--- config.mk ---
export PLATFORM = sky130hd
export DESIGN_NAME = mem_access_unit_flat
export DESIGN_NICKNAME = d
export VERILOG_FILES = /design/src/rtl/mem_access_unit_pkg.sv /design/src/rtl/mem_access_unit_if.sv /design/src/rtl/mem_access_unit_load_align.sv /design/src/rtl/mem_access_unit.sv /design/src/flat_wrapper.sv
export SDC_FILE = /design/constraint.sdc
export NUM_CORES = 1
export LEC_CHECK = 0
export CORE_MARGIN = 4
export CORE_UTILIZATION = 39
export CTS_BUF_LIST = sky130_fd_sc_hd__clkbuf_16
export DETAILED_ROUTE_END_ITERATION = 7
export PLACE_DENSITY = 0.83
export SYNTH_ARGS = -nofsm -noshare
export SYNTH_HDL_FRONTEND = slang
export SYNTH_SLANG_ARGS = --single-unit
--- constraint.sdc ---
create_clock -name clk -period 1.8 [get_ports clk]
set_input_delay 0.36 -clock clk [delete_from_list [all_inputs] [get_ports clk]]
set_output_delay 0.36 -clock clk [all_outputs]
set_load 0.05 [all_outputs]
--- src/rtl/mem_access_unit_pkg.sv ---
// Shared types, FSM encodings and lane helpers for the RV32I data-memory access unit.
package riscv_mem_pkg;

    typedef enum logic [2:0] {
        F3_B  = 3'b000,
        F3_H  = 3'b001,
        F3_W  = 3'b010,
        F3_BU = 3'b100,
        F3_HU = 3'b101
    } funct3_t;

    typedef logic [1:0] mem_state_t;
    localparam mem_state_t IDLE = 2'd0;
    localparam mem_state_t BUSY = 2'd1;
    localparam mem_state_t RESP = 2'd2;

    localparam logic [1:0] RESULT_SRC_LOAD = 2'b01;
    localparam logic [1:0] SZ_B = 2'b00;
    localparam logic [1:0] SZ_H = 2'b01;

    // Any size encoding other than byte/half is handled as a full word.
    function automatic logic [3:0] byte_enable(input logic [2:0] funct3, input logic [1:0] addr);
        case (funct3[1:0])
            SZ_B:    return 4'b0001 << addr;
            SZ_H:    return 4'b0011 << {addr[1], 1'b0};
            default: return 4'b1111;
        endcase
    endfunction

    function automatic logic [31:0] store_replicate(input logic [2:0] funct3, input logic [31:0] data);
        case (funct3[1:0])
            SZ_B:    return {4{data[7:0]}};
            SZ_H:    return {2{data[15:0]}};
            default: return data;
        endcase
    endfunction

    function automatic logic [1:0] natural_offset(input logic [2:0] funct3, input logic [1:0] addr);
        case (funct3[1:0])
            SZ_B:    return addr;
            SZ_H:    return {addr[1], 1'b0};
            default: return 2'b00;
        endcase
    endfunction

    function automatic logic is_misaligned(input logic [2:0] funct3, input logic [1:0] addr);
        case (funct3[1:0])
            SZ_B:    return 1'b0;
            SZ_H:    return addr[0];
            default: return addr != 2'b00;
        endcase
    endfunction

endpackage

--- src/rtl/mem_access_unit_if.sv ---
// Data-memory request/response bus between the access unit (master) and data memory (slave).
interface mem_access_unit_if #(
    parameter int XLEN = 32
);
    logic            dmem_req;
    logic            dmem_we;
    logic [XLEN-1:0] dmem_addr;
    logic [3:0]      dmem_be;
    logic [XLEN-1:0] dmem_wdata;
    logic [XLEN-1:0] dmem_rdata;
    logic            dmem_ready;

    modport master (
        output dmem_req, dmem_we, dmem_addr, dmem_be, dmem_wdata,
        input  dmem_rdata, dmem_ready
    );

    modport slave (
        input  dmem_req, dmem_we, dmem_addr, dmem_be, dmem_wdata,
        output dmem_rdata, dmem_ready
    );
endinterface

--- src/rtl/mem_access_unit_load_align.sv ---
// Load formatting: selects the addressed byte/half lane and sign- or zero-extends it.
module load_align #(
    parameter int XLEN = 32
) (
    input  logic [XLEN-1:0] rdata,
    input  logic [1:0]      addr_lo,
    input  logic [2:0]      funct3,
    output logic [XLEN-1:0] data
);
    import riscv_mem_pkg::*;

    logic [15:0] lane;
    logic        sext;

    always_comb begin
        lane = 16'(rdata >> {addr_lo, 3'b000});
        sext = ~funct3[2];
        case (funct3[1:0])
            SZ_B:    data = {{(XLEN-8){sext & lane[7]}}, lane[7:0]};
            SZ_H:    data = {{(XLEN-16){sext & lane[15]}}, lane[15:0]};
            default: data = rdata;
        endcase
    end
endmodule

--- src/rtl/mem_access_unit.sv ---
// MEM-stage data-memory access unit: IDLE/BUSY/RESP handshake FSM, stall generation, load formatting.
// Optional build macro MISALIGN_TRAP_EN: trap misaligned accesses instead of truncating them.
module mem_access_unit
    import riscv_mem_pkg::*;
#(
    parameter int XLEN     = 32,
    parameter int MAX_WAIT = 15
) (
    input  logic                clk,
    input  logic                reset,
    input  logic                RegWriteM,
    input  logic [1:0]          ResultSrcM,
    input  logic                MemWriteM,
    input  logic [2:0]          Funct3M,
    input  logic [XLEN-1:0]     ALUResultM,
    input  logic [XLEN-1:0]     WriteDataM,
    output logic                RegWriteOutM,
    output logic [1:0]          ResultSrcOutM,
    output logic [XLEN-1:0]     ReadDataM,
    output logic                StallM,
    output logic                MisalignM,
    output logic                dmem_timeout,
    mem_access_unit_if.master   dmem
);
    localparam int CNT_W = $clog2(MAX_WAIT + 2);
    localparam logic [CNT_W-1:0] WAIT_LIM = CNT_W'(MAX_WAIT);

    mem_state_t       state;
    logic [CNT_W-1:0] cnt;
    logic             req_p1, we_p1;
    logic [XLEN-1:0]  addr_p1, wdata_p1, load_fmt;
    logic [3:0]       be_p1;
    logic [1:0]       off_p1, off_nat;
    logic [2:0]       f3_p1;
    logic             access, trap, issue;

    assign access  = MemWriteM | (ResultSrcM == RESULT_SRC_LOAD);
    assign off_nat = natural_offset(Funct3M, ALUResultM[1:0]);
`ifdef MISALIGN_TRAP_EN
    assign trap = (state == IDLE) & access & is_misaligned(Funct3M, ALUResultM[1:0]);
`else
    assign trap = 1'b0;
`endif
    assign issue = (state == IDLE) & access & ~trap;

    assign StallM        = issue | (state == BUSY);
    assign MisalignM     = trap;
    assign RegWriteOutM  = RegWriteM & ~trap;
    assign ResultSrcOutM = ResultSrcM;
    // Counter equals the BUSY cycle index and parks one past the limit, so the pulse fires once.
    assign dmem_timeout  = (state == BUSY) & ~dmem.dmem_ready & (cnt == WAIT_LIM);

    load_align #(.XLEN(XLEN)) u_load_align (
        .rdata   (dmem.dmem_rdata),
        .addr_lo (off_p1),
        .funct3  (f3_p1),
        .data    (load_fmt)
    );

    // p1: request registers held stable for the whole BUSY phase
    always_ff @(posedge clk or negedge reset) begin
        if (!reset) begin
            state     <= IDLE;
            cnt       <= '0;
            req_p1    <= 1'b0;
            we_p1     <= 1'b0;
            addr_p1   <= '0;
            be_p1     <= '0;
            wdata_p1  <= '0;
            off_p1    <= '0;
            f3_p1     <= '0;
            ReadDataM <= '0;
        end else begin
            case (state)
                IDLE: begin
                    cnt <= '0;
                    if (issue) begin
                        req_p1   <= 1'b1;
                        we_p1    <= MemWriteM;
                        addr_p1  <= {ALUResultM[XLEN-1:2], 2'b00};
                        be_p1    <= byte_enable(Funct3M, off_nat);
                        wdata_p1 <= store_replicate(Funct3M, WriteDataM);
                        off_p1   <= off_nat;
                        f3_p1    <= Funct3M;
                        cnt      <= CNT_W'(1);
                        state    <= BUSY;
                    end
                end
                BUSY: begin
                    if (dmem.dmem_ready) begin
                        req_p1 <= 1'b0;
                        if (!we_p1) ReadDataM <= load_fmt;
                        state  <= RESP;
                    end else if (cnt <= WAIT_LIM) begin
                        cnt <= cnt + 1'b1;
                    end
                end
                RESP:    state <= IDLE;
                default: state <= IDLE;
            endcase
        end
    end

    assign dmem.dmem_req   = req_p1;
    assign dmem.dmem_we    = we_p1;
    assign dmem.dmem_addr  = addr_p1;
    assign dmem.dmem_be    = be_p1;
    assign dmem.dmem_wdata = wdata_p1;
endmodule

--- src/flat_wrapper.sv ---
// flat-port wrapper written by rule: the top's interface ports become plain ports
module mem_access_unit_flat import riscv_mem_pkg::*;
#(
    parameter int XLEN     = 32,
    parameter int MAX_WAIT = 15
)
  (clk, reset, RegWriteM, ResultSrcM, MemWriteM, Funct3M, ALUResultM, WriteDataM, RegWriteOutM, ResultSrcOutM, ReadDataM, StallM, MisalignM, dmem_timeout, dmem_dmem_req, dmem_dmem_we, dmem_dmem_addr, dmem_dmem_be, dmem_dmem_wdata, dmem_dmem_rdata, dmem_dmem_ready);
  mem_access_unit_if #(.XLEN(XLEN)) dmem_i ();
  input  logic clk;
  input  logic reset;
  input  logic RegWriteM;
  input  logic [1:0] ResultSrcM;
  input  logic MemWriteM;
  input  logic [2:0] Funct3M;
  input  logic [XLEN-1:0] ALUResultM;
  input  logic [XLEN-1:0] WriteDataM;
  output logic RegWriteOutM;
  output logic [1:0] ResultSrcOutM;
  output logic [XLEN-1:0] ReadDataM;
  output logic StallM;
  output logic MisalignM;
  output logic dmem_timeout;
  output wire logic [$bits(dmem_i.dmem_req)-1:0] dmem_dmem_req;
  output wire logic [$bits(dmem_i.dmem_we)-1:0] dmem_dmem_we;
  output wire logic [$bits(dmem_i.dmem_addr)-1:0] dmem_dmem_addr;
  output wire logic [$bits(dmem_i.dmem_be)-1:0] dmem_dmem_be;
  output wire logic [$bits(dmem_i.dmem_wdata)-1:0] dmem_dmem_wdata;
  input wire logic [$bits(dmem_i.dmem_rdata)-1:0] dmem_dmem_rdata;
  input wire logic [$bits(dmem_i.dmem_ready)-1:0] dmem_dmem_ready;
  assign dmem_dmem_req = dmem_i.dmem_req;
  assign dmem_dmem_we = dmem_i.dmem_we;
  assign dmem_dmem_addr = dmem_i.dmem_addr;
  assign dmem_dmem_be = dmem_i.dmem_be;
  assign dmem_dmem_wdata = dmem_i.dmem_wdata;
  assign dmem_i.dmem_rdata = dmem_dmem_rdata;
  assign dmem_i.dmem_ready = dmem_dmem_ready;
  mem_access_unit #(.XLEN(XLEN), .MAX_WAIT(MAX_WAIT)) u_core (.clk(clk), .reset(reset), .RegWriteM(RegWriteM), .ResultSrcM(ResultSrcM), .MemWriteM(MemWriteM), .Funct3M(Funct3M), .ALUResultM(ALUResultM), .WriteDataM(WriteDataM), .RegWriteOutM(RegWriteOutM), .ResultSrcOutM(ResultSrcOutM), .ReadDataM(ReadDataM), .StallM(StallM), .MisalignM(MisalignM), .dmem_timeout(dmem_timeout), .dmem(dmem_i));
endmodule
==> results of run 1 <==
[flip-flops by register name, indices dropped and copies added (netlist names)]
register                flops
u_core.ReadDataM           32
u_core.dmem.dmem_wdata     32
u_core.dmem.dmem_addr      30
u_core.cnt                  5
u_core.dmem.dmem_be         4
u_core.f3_p1                3
u_core.off_p1               2
u_core.state                2
u_core.dmem.dmem_req        1
u_core.dmem.dmem_we         1
[power by group]
part	total, mW	switching (mW)	internal, mW
Combinational	9.42	6.21	3.21
Sequential	4.42	0.719	3.70
Clock	1.83	0.902	0.928
Total	15.7	7.83	7.84
[Yosys cell counts, types with 2 or more instances]
cell type | n | area (um^2)
buf_2 | 17 | 85.08
a21oi_1 | 21 | 105.1
inv_1 | 7 | 26.28
o22ai_1 | 10 | 62.56
mux2i_1 | 33 | 330.3
nand2_1 | 63 | 236.5
nand3b_1 | 8 | 60.06
a22o_1 | 2 | 17.52
dfrtp_1 | 112 | 2803
nand2b_1 | 4 | 25.02
a2bb2oi_1 | 7 | 61.31
nor3b_1 | 2 | 15.01
mux2_2 | 41 | 461.7
o21ai_0 | 57 | 285.3
o211ai_1 | 2 | 15.01
clkbuf_1 | 20 | 75.07
nor2b_1 | 5 | 31.28
nand3_1 | 34 | 170.2
ha_1 | 2 | 25.02
nor2_1 | 27 | 101.4
buf_4 | 6 | 45.04
a21o_1 | 7 | 52.55
[critical path, cell delays in order, from the launching register on]
cell	delay, ns
dfrtp_1	0.36
ha_2	0.19
and3_4	0.20
ha_4	0.14
nand2b_4	0.06
buf_6	0.12
nor2_4	0.09
buf_12	0.14
[routing by layer]
layer | track usage (%) | vias to the layer above | wire (um)
li1 | - | 2217 | -
met1 | 23.55 | 2248 | 6286
met2 | 34.10 | 197 | 7751
met3 | 5.746 | 26 | 1133
met4 | 6.125 | 0 | 299
met5 | 0 | - | 0
[what timing repair did]
action,CTS,global route
gates cloned,0,0
buffers inserted,3,3
setup endpoints to repair,3,22
resized for setup,4,8
endpoints found under the hold margin,29,0
hold buffers,1,0
pin swaps,3,1
[metrics by stage]
stage	utilization (%)	std cells	cell area (um^2)	setup TNS, ns	power [mW]
after floorplan	-	511	5329	0	10.64
after global placement	57.28	889	7586	-7.643	13.60
after detailed placement	57.28	889	7586	-9.797	13.82
after CTS	59.63	909	7896	-0.2070	15.72
after global routing	60.02	912	7949	-0.4071	16.47
final	60.02	912	7949	-0.2522	15.67
[path summary, 6_finish.rpt]
check / end / slack [ns]
worst min register to register: u_core.ReadDataM[5] / 0.48
worst max-delay path: dmem_timeout / -0.20
min in group asynchronous: u_core.ReadDataM[2] / 0.50
worst min-delay path: u_core.ReadDataM[5] / 0.48
worst max register to register: u_core.cnt[2] / -0.03
max in group asynchronous: u_core.off_p1[1] / 0.71
[cell type report]
class	instances	area, um^2
fillers	1138	5294
flip-flops and latches	112	2804
inverters	7	26.28
multi-input cells	348	2322
repair buffers	253	2312
clock buffers	9	225.2
clock inverters	7	38.79
well taps	176	220.2
[cells by family after synthesis]
| group | count (synthesis) | share of synthesized area [%] |
|---|---|---|
| DFF | 112 | 53.03 |
| adders and majority gates | 2 | 0.4734 |
| other | 1 | 0.07095 |
| buffers and inverters | 51 | 4.593 |
| AOI/OAI and AO/OA | 113 | 12.69 |
| muxes | 75 | 15.25 |
| and+or+nand+nor | 155 | 13.90 |
==> key figures, run 1 <==
Routing
  – Final ANT Viol Nets: 0
  – Initial DRC Count: 251
  – DR pass1 iterations: 5
  – Post-Route WL: 15.47 mm
  – Residual DRC count: 0
  – Vias per Instance: 5.140
  – Via Count: ~4.7k
  – Post-DR wirelength/cell: 16.96 um

Yosys
  – Yosys warning count: 0
  – Count of cell types in the netlist: 44
  – Cell area after synthesis: 5285 um^2
  – Post-synthesis sequential area ratio: a little over half
  – Top FF cell, synth: dfrtp_1
  – Number of synthesized register bits: between 100 and 150
  – Syn Area/Cell: around 10 um^2
  – Mapped Cells: 509
  – Number of enable flip-flop cells after synthesis: 0
  – Ys async rst share: 100.0%

CTS
  – CTS root buf: clkbuf_16
  – Clock slew at reported path FFs: 0.07 ns
  – Inserted Clock Buffers: 9
  – Clock sinks: 112
  – Worst-case clock buffer depth: 2
  – Worst-Skew Late Latency: about 0.35 ns
  – CTS tree: yes
  – H-tree levels: 3

Timing
  – WHS: 0.4785 ns
  – Final hold viol count: 0
  – Tcrit/Tclk final: 111.2%
  – RSZ-0062 raised after global routing: yes
  – # setup viols final: 3
  – Slew margin rel.: 63.21%
  – Max-slew violations: 0
  – Minimum clock period after layout: 2.002 ns
  – Worst Skew: between 0.007 and 0.008 ns
  – Worst-margin pin slew: 0.5507 ns
  – Final WS setup: -0.2022 ns
  – Max Clk Rate: 0.4995 GHz

Floorplanning
  – Width of the die: 124.4 um
  – Full die area: approximately 15000 um^2
  – Initial core utilization: 39.91%
  – Row count: 42
  – Total core area: 13240 um^2
  – Die height: about 120 um
  – I/O pins: 214

Cells and area
  – # diodes: 0
  – Most frequent cells in the layout: buf_4, dfrtp_1, clkdlybuf4s50_1, nand2_1, o21ai_0
  – Area growth from synthesis to layout: 50.40%
  – Most common cell after layout, fill and taps aside: buf_4
  – Layout cells sized above 1: 29.62%
  – Layout net count: 839

Worst setup path
  – Worst setup path startpoint: u_core.cnt[0]
  – Worst r2r path cells: 7
  – Crit path required time: 1.44 ns
  – Crit end category: output port
  – Reg2reg start: u_core.cnt[1]
  – Crit Path Max Fanout: 2
  – Worst setup path category: reg2out
  – Startpoint types: register
  – Critical Path AT: 1.64 ns

Worst hold path
  – Worst hold path type: reg2reg
  – Hold depth: 2
  – Min-delay src: u_core.ReadDataM[5]

Place
  – PortBufs: 208
  – GP Congestion: between 0.8 and 0.9
  – Post-DP HPWL: 11.77 mm
  – Worst slack at placement: -0.2189 ns

Status
  – Failing checks: negative setup slack
  – Outcome: finished, violations left

Global route
  – Vias in the first global route: 4921
  – GRT Total Usage: 19.66%
  – GRT overflow: 0
  – Initial antenna violation count: 0
  – Largest net degree at the start of global routing: 45
  – Global-route wire length before repair: around 25 mm

Power
  – Power density over cell area: about 2000 nW/um^2
  – Leakage: 3.645 nW
  – Max IR drop VDD: 1.431 mV

Run
  – Max Cap Violations: 0
Power figures use the tool's default switching activity.
==> inputs of run 2 (changes only) <==
--- a/config.mk
+++ b/config.mk
@@ -9,6 +9,7 @@
 export CORE_UTILIZATION = 39
 export CTS_BUF_LIST = sky130_fd_sc_hd__clkbuf_16
 export DETAILED_ROUTE_END_ITERATION = 7
+export GPL_TIMING_DRIVEN = 0
 export PLACE_DENSITY = 0.83
 export SYNTH_ARGS = -nofsm -noshare
 export SYNTH_HDL_FRONTEND = slang
==> run 2 against run 1 <==
  * The run ends with negative hold slack, negative setup slack left
  * Power shrank 1.5%
  * Final cell count rose by 0.88%
  * Sequential share of layout area shrank 0.17 points
  * Maximum frequency rose by 3.2%
  * Flip-flop and latch count unchanged
  * Hold slack worse by 0.49 ns
  * Clock-buffer cell count did not move
  * Combinational power shrank 3.0%
  * Core utilization is 0.28 points higher
  * Via count grew 0.55%
  * Sequential power fell by 2%
==> key figures, run 2 (same netlist as run 1, synthesis figures left out) <==
Status
  – Outcome: finished, violations left
  – Failing checks: negative hold slack, negative setup slack

CTS
  – Clock slew at reported path FFs: 0.07 ns
  – H-tree levels: 3
  – Clock sinks: 112
  – CTS tree: yes
  – Worst-case clock buffer depth: 2
  – CTS root buf: clkbuf_16
  – Hold Buf Count CTS: 0
  – Worst-Skew Late Latency: 0.35 ns
  – Inserted Clock Buffers: 9

Routing
  – Initial DRC Count: 236
  – Post-DR wirelength/cell: 17.91 um
  – Residual DRC count: 0
  – Post-Route WL: 16.48 mm
  – Vias per Instance: 5.124
  – Final ANT Viol Nets: 0
  – Via Count: 4714
  – DR pass1 iterations: 4

Global route
  – Vias in the first global route: ~5k
  – Global-route wire length before repair: 26.42 mm
  – Met3 Track Usage GR: around 7%
  – GR peak layer: met2
  – GRT overflow: 0
  – Initial antenna violation count: 0
  – Met1 Use GR: 24.73%
  – Met2 usage: 36.45%
  – Largest net degree at the start of global routing: 76
  – GRT Total Usage: 21.06%

Cells and area
  – Area growth from synthesis to layout: 51.11%
  – Most frequent cells in the layout: dfrtp_1, dlygate4sd2_1, clkdlybuf4s50_1, nand2_1, o21ai_0
  – Layout cells sized above 1: 15.05%
  – Design area: 7986 um^2
  – Layout net count: roughly 850
  – # diodes: 0
  – Non-filler cells, final: 920
  – Most common cell after layout, fill and taps aside: dfrtp_1

Power
  – Leakage: 3.706 nW
  – Power density over cell area: 1933 nW/um^2
  – Max IR drop VDD: 1.028 mV
  – Sequential Power Share: 28.0%
  – Sw Share: between 50% and 60%
  – Internal: 7.535 mW
  – Combinational power share: 59.2%
  – Total power: 15.44 mW
  – Clk network pwr share: between 10% and 20%
  – P_sw: 7.900 mW

Timing
  – Final WS setup: -0.1395 ns
  – Worst-margin pin slew: 0.7269 ns
  – Max Clk Rate: 0.5156 GHz
  – RSZ-0062 raised after global routing: yes
  – WHS: -0.01543 ns
  – Final hold viol count: 10
  – Tcrit/Tclk final: 107.7%
  – Minimum clock period after layout: a little under 2 ns
  – Max-slew violations: 0
  – Slew margin rel.: 51.54%
  – Worst Skew: approximately 0.0099 ns
  – # setup viols final: 3

Place
  – Post-DP HPWL: 12.56 mm
  – Dpl cells: 895
  – Post-DP Area: approximately 7600 um^2
  – PortBufs: 207
  – GP Congestion: 0.8699

Worst hold path
  – Worst hold path type: in2async

Worst setup path
  – Worst setup path category: reg2out
  – Crit end category: output port
  – Worst path slowest cell: dfrtp_1
  – Critical Path AT: 1.58 ns
  – Crit path required time: 1.44 ns
  – CP delay by family, top: flip-flops
  – Buf/Inv on CP: 1
  – CP peak stage delay: 0.38 ns
  – Crit Path Max Fanout: 3
  – Crit-path cells: ha_2 > and3_4 > ha_4 > nand2b_4 > nor2_4 > buf_6
  – Startpoint types: register

Floorplanning
  – Width of the die: 124.4 um
  – I/O pins: 214
  – Row count: 42
  – Die height: 124.4 um
  – Full die area: about 15000 um^2
  – Initial core utilization: 39.91%
  – Total core area: between 10000 and 15000 um^2

Run
  – Max Cap Violations: 0
==> run 2: changes by cell type in the layout (fill, tap and decap cells not counted), sizes merged, moves of 2 or more <==
cell / delta
clkbuf: +19
clkdlybuf4s50: -5
clkdlybuf4s15: +2
dlymetal6s2s: +4
dlygate4sd2: +100
buf: -111
==> run 2: repair_timing <==
action | 4_1_cts | 5_1_grt
buffers inserted | 6 | 5
pin swaps | 5 | 4
endpoints found under the setup margin | 197 | 32
gates resized for setup | 133 | 17
==> run 2: worst reg2reg max path, delay by kind of cell, from the launching register on <==
family,cells,cell delay [ns]
muxes,1,0.31
and+or+nand+nor,2,0.28
DFF,1,0.41
AOI/OAI and AO/OA,2,0.41
adders and majority gates,2,0.37
==> run 2: worst paths after layout <==
check / from / to / slack (ns) / depth (start not counted)
worst max-delay path: u_core.cnt[0] / dmem_timeout / -0.14 / 6
worst min-delay path: reset / u_core.ReadDataM[7] / -0.02 / 1
worst max register to register: u_core.cnt[0] / u_core.cnt[1] / -0.07 / 7
worst min register to register: u_core.dmem.dmem_wdata[13] / u_core.dmem.dmem_wdata[13] / 0.48 / 2
max in group asynchronous: reset / u_core.off_p1[1] / 1.07 / 2
min in group clk: dmem_dmem_rdata[23] / u_core.ReadDataM[23] / 0.42 / 3
==> run 2: power by group through the flow <==
stage | Sequential (mW) | Combinational (mW) | Clock (mW)
after global routing | 4.47 | 9.66 | 2.15
after global placement | 4.33 | 9.52 | 0
after CTS | 4.32 | 9.11 | 2.02
after floorplan | 8.12 | 2.53 | 0
after detailed placement | 4.41 | 9.69 | 0
final | 4.32 | 9.14 | 1.97
==> run 2: stage by stage <==
stage               TNS [ns]  util (%)  setup WS, ns
global route         -0.4580     60.31       -0.1972
detailed placement    -54.28     57.74        -1.533
finish               -0.2322     60.31       -0.1395
floorplan                  0         -       0.01330
CTS                  -0.2332     59.71       -0.1432
global placement     -477.20     57.55        -3.793
==> run 2: final cells by class <==
type	instances	area (um^2)
Clock inverter	7	61.31
Multi-Input combinational cell	348	2336
Inverter	7	26.28
Buffer	42	237.7
Sequential cell	112	2804
Timing Repair Buffer	219	2076
Fill cell	1134	5256
Tap cell	176	220.2
Clock buffer	9	225.2
==> run 2: metal layers <==
metal  routed length [um]  vias up
li1                     -     2233
met1                 6615     2288
met2                 8301      173
met3                 1269       20
met4                  294        0
met5                    0        -
